--- src/rtl/matrix_pkg.sv ---
// Shared types and helpers for the matrix MAC engine.
// Latency: n/a (types, constants and pure functions only).
// Backpressure: n/a.
package matrix_pkg;

    typedef enum logic [2:0] {
        OP_MULTIPLY  = 3'd0,
        OP_ADD       = 3'd1,
        OP_SUBTRACT  = 3'd2,
        OP_TRANSPOSE = 3'd3,
        OP_SCALE     = 3'd4
    } op_e;

    typedef enum logic [1:0] {
        ST_IDLE    = 2'd0,
        ST_COMPUTE = 2'd1,
        ST_DONE    = 2'd2
    } state_e;

    // Bit offset of element (r,c) inside a row-major packed N x N matrix.
    function automatic int elem_offset(input int r, input int c, input int n, input int w);
        return (r * n + c) * w;
    endfunction

    // Opcodes 5..7 are reserved and complete immediately with an error.
    function automatic logic op_is_legal(input logic [2:0] op);
        return (op <= OP_SCALE);
    endfunction

endpackage

--- src/rtl/matrix_mac.sv ---
// Multiply-accumulate unit: W x W product added to a running accumulator.
// Latency: o_sum is the combinational new sum; the accumulator register updates on the edge.
// Backpressure: none; i_en gates accumulator update, i_clr restarts the sum from zero.
module matrix_mac
    import matrix_pkg::*;
#(
    parameter int N = 4,
    parameter int W = 16
) (
    input  logic         Clk,
    input  logic         nReset,
    input  logic         i_en,
    input  logic         i_clr,
    input  logic [W-1:0] i_a,
    input  logic [W-1:0] i_b,
    output logic [W-1:0] o_sum
);

    // Wide enough to hold N full-width products without overflow.
    localparam int AW = 2 * W + $clog2(N);

    logic [2*W-1:0] w_prod;
    logic [AW-1:0]  w_base;
    logic [AW-1:0]  w_sum;
    logic [AW-1:0]  r_acc;

    assign w_prod = i_a * i_b;
    assign w_base = i_clr ? '0 : r_acc;
    assign w_sum  = w_base + AW'(w_prod);
    assign o_sum  = w_sum[W-1:0];

    // Accumulator register: holds the running sum of the current element.
    always_ff @(posedge Clk or negedge nReset) begin
        if (!nReset) begin
            r_acc <= '0;
        end else if (i_en) begin
            r_acc <= w_sum;
        end
    end

endmodule

--- src/rtl/matrix_mac_engine.sv ---
// Sequential N x N matrix engine: multiply, add, subtract, transpose, scale.
// Latency: done N*N+1 cycles after accept (N*N*N+1 for multiply, 1 for illegal op).
// Backpressure: ready high only when idle; start while busy is dropped, not queued.
module matrix_mac_engine
    import matrix_pkg::*;
#(
    parameter int N = 4,
    parameter int W = 16
) (
    input  logic             Clk,
    input  logic             nReset,
    input  logic             start,
    input  logic [2:0]       op,
    input  logic [N*N*W-1:0] srcA,
    input  logic [N*N*W-1:0] srcB,
    input  logic [W-1:0]     scalar,
    output logic             ready,
    output logic             done,
    output logic             err,
    output logic [N*N*W-1:0] result
);

    localparam int            CW   = $clog2(N);
    localparam logic [CW-1:0] IMAX = CW'(N - 1);

    state_e          r_state;
    state_e          w_state_nxt;
    logic [2:0]      r_op;
    logic [W-1:0]    r_scalar;
    logic [W-1:0]    r_a   [N][N];
    logic [W-1:0]    r_b   [N][N];
    logic [W-1:0]    r_res [N][N];
    logic [W-1:0]    w_src_a [N][N];
    logic [W-1:0]    w_src_b [N][N];
    logic            r_err;
    logic [CW-1:0]   r_row;
    logic [CW-1:0]   r_col;
    logic [CW-1:0]   r_k;

    logic            w_accept;
    logic            w_legal;
    logic            w_is_mul;
    logic            w_k_last;
    logic            w_col_last;
    logic            w_row_last;
    logic            w_elem_step;
    logic            w_last;
    logic            w_mac_en;
    logic            w_mac_clr;
    logic [W-1:0]    w_mac_a;
    logic [W-1:0]    w_mac_b;
    logic [W-1:0]    w_mac_sum;
    logic [W-1:0]    w_elem;

    // Unpack operand buses and pack the result register onto the output bus.
    for (genvar gr = 0; gr < N; gr++) begin : g_row
        for (genvar gc = 0; gc < N; gc++) begin : g_col
            assign w_src_a[gr][gc] = srcA[elem_offset(gr, gc, N, W) +: W];
            assign w_src_b[gr][gc] = srcB[elem_offset(gr, gc, N, W) +: W];
            assign result[elem_offset(gr, gc, N, W) +: W] = r_res[gr][gc];
        end
    end

    assign w_accept    = start && (r_state == ST_IDLE);
    assign w_legal     = op_is_legal(op);
    assign w_is_mul    = (r_op == OP_MULTIPLY);
    assign w_k_last    = (r_k == IMAX);
    assign w_col_last  = (r_col == IMAX);
    assign w_row_last  = (r_row == IMAX);
    // An element completes every cycle, except in multiply where it takes N products.
    assign w_elem_step = !w_is_mul || w_k_last;
    assign w_last      = w_elem_step && w_col_last && w_row_last;

    assign ready = (r_state == ST_IDLE);
    assign done  = (r_state == ST_DONE);
    assign err   = r_err;

    // State register.
    always_ff @(posedge Clk or negedge nReset) begin
        if (!nReset) begin
            r_state <= ST_IDLE;
        end else begin
            r_state <= w_state_nxt;
        end
    end

    // Next-state logic: illegal ops skip straight to DONE.
    always_comb begin
        w_state_nxt = r_state;
        case (r_state)
            ST_IDLE: begin
                if (w_accept) begin
                    w_state_nxt = w_legal ? ST_COMPUTE : ST_DONE;
                end
            end
            ST_COMPUTE: begin
                if (w_last) begin
                    w_state_nxt = ST_DONE;
                end
            end
            ST_DONE: begin
                w_state_nxt = ST_IDLE;
            end
            default: begin
                w_state_nxt = ST_IDLE;
            end
        endcase
    end

    // Capture operands on accept so later input changes cannot disturb the run.
    always_ff @(posedge Clk or negedge nReset) begin
        if (!nReset) begin
            r_op     <= '0;
            r_scalar <= '0;
            r_a      <= '{default: '0};
            r_b      <= '{default: '0};
        end else if (w_accept) begin
            r_op     <= op;
            r_scalar <= scalar;
            r_a      <= w_src_a;
            r_b      <= w_src_b;
        end
    end

    // Error flag: set by an illegal accept, cleared by the next legal accept.
    always_ff @(posedge Clk or negedge nReset) begin
        if (!nReset) begin
            r_err <= 1'b0;
        end else if (w_accept) begin
            r_err <= !w_legal;
        end
    end

    // Row/column/k walk: k innermost (multiply only), then column, then row.
    always_ff @(posedge Clk or negedge nReset) begin
        if (!nReset) begin
            r_row <= '0;
            r_col <= '0;
            r_k   <= '0;
        end else if (w_accept) begin
            r_row <= '0;
            r_col <= '0;
            r_k   <= '0;
        end else if (r_state == ST_COMPUTE) begin
            if (w_is_mul) begin
                r_k <= w_k_last ? '0 : r_k + CW'(1);
            end
            if (w_elem_step) begin
                r_col <= w_col_last ? '0 : r_col + CW'(1);
                if (w_col_last) begin
                    r_row <= w_row_last ? '0 : r_row + CW'(1);
                end
            end
        end
    end

    // The single MAC serves multiply (A(r,k)*B(k,c) summed over k) and scale (A(r,c)*scalar).
    always_comb begin
        w_mac_en  = (r_state == ST_COMPUTE);
        w_mac_clr = 1'b1;
        w_mac_a   = r_a[r_row][r_col];
        w_mac_b   = r_scalar;
        if (w_is_mul) begin
            w_mac_clr = (r_k == '0);
            w_mac_a   = r_a[r_row][r_k];
            w_mac_b   = r_b[r_k][r_col];
        end
    end

    matrix_mac #(
        .N (N),
        .W (W)
    ) u_mac (
        .Clk    (Clk),
        .nReset (nReset),
        .i_en   (w_mac_en),
        .i_clr  (w_mac_clr),
        .i_a    (w_mac_a),
        .i_b    (w_mac_b),
        .o_sum  (w_mac_sum)
    );

    // Element value for the current (row,col); arithmetic wraps at W bits.
    always_comb begin
        w_elem = w_mac_sum;
        case (r_op)
            OP_ADD:       w_elem = r_a[r_row][r_col] + r_b[r_row][r_col];
            OP_SUBTRACT:  w_elem = r_a[r_row][r_col] - r_b[r_row][r_col];
            OP_TRANSPOSE: w_elem = r_a[r_col][r_row];
            default:      w_elem = w_mac_sum;
        endcase
    end

    // Result register: one element written per completed element step.
    always_ff @(posedge Clk or negedge nReset) begin
        if (!nReset) begin
            r_res <= '{default: '0};
        end else if ((r_state == ST_COMPUTE) && w_elem_step) begin
            r_res[r_row][r_col] <= w_elem;
        end
    end

endmodule

--- config.mk ---
export PLATFORM = sky130hd
export DESIGN_NAME = matrix_mac_engine
export DESIGN_NICKNAME = d
export VERILOG_FILES = /design/src/rtl/matrix_pkg.sv /design/src/rtl/matrix_mac.sv /design/src/rtl/matrix_mac_engine.sv
export SDC_FILE = /design/constraint.sdc
export NUM_CORES = 2
export LEC_CHECK = 0
export BUFFER_PORTS_ARGS = -buffer_cell sky130_fd_sc_hd__buf_2
export CAP_MARGIN = 15
export CORE_UTILIZATION = 40
export DETAILED_ROUTE_END_ITERATION = 10
export PLACE_DENSITY = 0.64
export SLEW_MARGIN = 5
export SYNTH_ARGS = -nofsm -noshare
export SYNTH_HDL_FRONTEND = slang
export SYNTH_SLANG_ARGS = --single-unit
--- constraint.sdc ---
create_clock -name Clk -period 10.5 [get_ports Clk]
set_input_delay 0.525 -clock Clk [delete_from_list [all_inputs] [get_ports Clk]]
set_output_delay 0.525 -clock Clk [all_outputs]
set_load 0.05 [all_outputs]
==> metrics.md <==
| Metric | Value |
|---|---|
| Final min period | `a little under 9000 ps` |
| CP max stage cell | `inv_2` |
| Drt drc | `0` |
| Critical path data required time | `11140 ps` |
| Die Wd | `339 µm` |
| Main synth FF type | `dfrtp_1` |
| Post-Synth Simple-Gate Area | `0.206` |
| H-tree Lvls | `3` |
| Root Driver | `clkbuf_16` |
| Post-synth EDFFs | `0` |
| Clock Sink Count | `about 800` |
| Distinct cells, synth | `70` |
| WHS | `22.8 ps` |
| Die area | `115000 µm²` |
| Period Utilization, post-route | `0.839` |
| Core Util, Final | `0.480` |
| IO Port Bufs | `between 700 and 800` |
| Synth Area in XOR/XNOR | `0.0131` |
| Vias in the first global route | `38309` |
| Clock-pin slew on the worst setup and hold paths | `70 ps` |
| Core area | `between 100000 and 150000 µm²` |
| Nets | `6078` |
| Grt ovf | `0` |
| CTS tree | `built` |
| Post-DP HPWL | `128 mm` |
| Largest net degree at the start of global routing | `approximately 220` |
| Post-Synth Adder-Cell Area | `0.0632` |
| GRT Total Usage | `0.293` |
| Slew Limit Fails | `0` |
| Unrepaired setup endpoints after global routing | `false` |
| Worst skew pair latency | `700 ps` |
| Post-synthesis mux area share | `0.179` |
| Filler instances | `~11000` |
| Footprint of the multi-input gates | `23200 µm²` |
| Cells after Synth | `between 4000 and 5000` |
| Total number of vias | `38633` |
| CP Capture Type | `register` |
| Area grow syn2layout | `18.9%` |
| Worst-path fanout max | `40` |
| Die Ht | `339 µm` |
| Worst setup path start | `r_col[1]` |
| FP Rows | `123` |
| Post-CTS setup buffers | `0` |
| ANT nets after route | `0` |
| Relative slew slack | `0.243` |
| CP dominant cell by count | `fa_1` |
| MaxCap Viol Count | `0` |
| Post-synth ARST share | `1.00` |
| Crit-path cells | `inv_2 > mux4_2 > mux2i_1 > inv_1 > and2_1 > fa_1 > inv_1 > fa_1 > inv_1 > fa_1 > fa_1 > inv_1 > fa_1 > fa_1 > xnor2_1 > xnor2_1 > xnor2_1 > xnor2_1 > xnor3_1 > xnor3_1 > xnor2_1 > o22ai_2 > mux2_2` |
| Worst EP arrival | `9450 ps` |
| Fin Clk Skew | `66.9 ps` |
| Slowest cell delay on critical path | `760 ps` |
| First-pass GRT wire length | `252 mm` |
| Initial Utilization | `0.404` |
| Hold Path Origin | `srcA[126]` |
| Cts bufs inserted | `88` |
| CP startpoint kind | `register` |
| Seq/Total Area, Yosys | `0.446` |
| FMAX | `0.114 GHz` |
| Syn Area/Cell | `about 9.7 µm²` |
| Syn Nets | `5387` |
| Global placer's final weighted congestion | `1.02` |
| FF+latch area | `20300 µm²` |
| Status | `complete, no violations` |
| Setup TNS | `0 ps` |
| Initial antenna violation count | `27` |
| Synth Register Bits | `around 810` |
| Crit Path Class | `reg -> reg` |
| Final setup vio count | `0` |
| Least-Margin Pin Slew | `roughly 1100 ps` |
| Main combinational cell family by area after synthesis | `simple AND/OR/NAND/NOR gates` |
| Hold Vio Cnt, Final | `0` |
| 1st-pass router iterations | `5` |
| Maximum buffer depth of the clock tree | `3` |
| Layout cells sized above 1 | `0.258` |
| Yosys warns | `0` |
| Post-synthesis compound-gate area fraction | `0.0453` |
| Drt wl/cell | `24.4 µm` |
| Initial DRC Count | `4030` |
| RR Startpoint | `r_col[1]` |
| Min-delay worst type | `in -> reg` |
| Vias per inst | `5.56` |
| Drt total wl | `170 mm` |
| Cell area after synthesis | `45500 µm²` |
| # IOs | `793` |
[area by class of cell]
cell class,instances,area share
inverters,177,0.0123
well taps,1500,0.0347
diodes,12,0.000555
flip-flops and latches,812,0.376
clock inverters,34,0.00876
multi-input cells,3391,0.429
clock buffers,124,0.0461
repair buffers,901,0.0932
[path summary, 6_finish.rpt]
path                               endpoint  slack (ps)  cells past startpoint
worst max register to register  result[175]        1690                     23
worst min register to register  result[148]         470                      2
min in group asynchronous           r_b[49]         460                      2
max in group asynchronous           r_b[75]        7740                      4
worst min-delay path               r_a[142]          20                      3
worst max-delay path            result[175]        1690                     23
[repair_timing]
action,CTS,global route
hold buffers,59,0
hold endpoints to repair,156,0
gates resized for setup,0,0
[through the flow]
step,cells,cell area [µm²],setup WS [ps]
2_1_floorplan,4680,45500,2680
3_3_place_gp,6721,50500,1780
3_5_place_dp,6721,50500,1690
4_1_cts,6938,54100,1660
5_1_grt,6947,54100,1230
6_report,6951,54100,1690
[per-layer routing]
metal  routed length (µm)  up-vias  GRT usage
li1                     -    16871          -
met1                66100    19342      0.385
met2                78300     1952      0.460
met3                14300      452     0.0547
met4                10700       16      0.161
met5                  102        -          0
[state kept, by name, indices dropped and copies added, names as in the netlist]
| name | count |
|---|---|
| u_mac.r_acc | 16 |
| err | 1 |
| r_b | 256 |
| r_col | 2 |
| r_scalar | 16 |
| r_op | 3 |
| r_state | 2 |
| r_row | 2 |
| r_a | 256 |
| result | 256 |
| r_k | 2 |
[cell usage in the layout, fill, tap and decap left out, types with 59 or more instances in the layout]
| master | instances |
|---|---|
| ha_1 | 78 |
| nand2_1 | 2036 |
| a21oi_1 | 61 |
| dlygate4sd3_1 | 59 |
| o21ai_0 | 140 |
| buf_2 | 791 |
| mux2_2 | 68 |
| dfrtp_1 | 805 |
| nor2_1 | 173 |
| clkbuf_16 | 88 |
| inv_1 | 171 |
| mux4_2 | 281 |
| fa_1 | 95 |
[kinds of logic (layout without fill, tap and decap cells)]
family                   after synthesis  count (layout)
flip-flops                           812             812
buffers and inverters                477            1236
AND/OR/NAND/NOR                     2391            2391
XOR/XNOR                              60              60
adder cells (fa/ha/maj)              173             173
multiplexers                         426             426
other                                  0              12
AO/OA/AOI/OAI                        341             341
[worst max-delay path, delay by kind of cell (launching register included)]
kind / cells / cell delay, ps
simple gates: 1 / 240
xor+xnor: 7 / 1560
buf+inv: 5 / 1280
flops: 1 / 740
compound gates: 1 / 630
mux: 3 / 1690
fa+ha+maj: 6 / 2540
[cell usage after synthesis, types with 6 or more instances]
| master | instances | area share |
|---|---|---|
| or2_2 | 19 | 0.0026 |
| fa_1 | 95 | 0.042 |
| mux2i_1 | 53 | 0.012 |
| a41oi_1 | 16 | 0.0031 |
| and2_1 | 33 | 0.0045 |
| buf_6 | 21 | 0.0052 |
| nand2b_1 | 22 | 0.0030 |
| nand2_1 | 2037 | 0.17 |
| mux2_4 | 10 | 0.0033 |
| nor3_1 | 18 | 0.0020 |
| buf_4 | 10 | 0.0016 |
| mux2_2 | 68 | 0.017 |
| a21oi_1 | 62 | 0.0068 |
| o21ai_0 | 142 | 0.016 |
| a31oi_1 | 21 | 0.0029 |
| a211oi_1 | 6 | 0.00099 |
| a22oi_1 | 14 | 0.0023 |
| nor2b_1 | 13 | 0.0018 |
| inv_1 | 171 | 0.014 |
| o22ai_1 | 19 | 0.0026 |
| xnor2_1 | 40 | 0.0077 |
| ha_1 | 78 | 0.021 |
| dfrtp_1 | 812 | 0.45 |
| a32oi_1 | 6 | 0.0012 |
| nand3_1 | 26 | 0.0029 |
| xor2_1 | 15 | 0.0029 |
| clkbuf_1 | 207 | 0.017 |
| buf_1 | 26 | 0.0021 |
| mux4_2 | 281 | 0.14 |
| mux4_1 | 13 | 0.0075 |
| buf_2 | 28 | 0.0031 |
| o31ai_1 | 7 | 0.0012 |
| nor2_1 | 174 | 0.014 |
| and3_1 | 16 | 0.0022 |
| nand4_1 | 18 | 0.0025 |
Power is left out: the tool's default activity adds up to more than one toggle a clock period on the data nets, which glitch-free logic cannot reach.
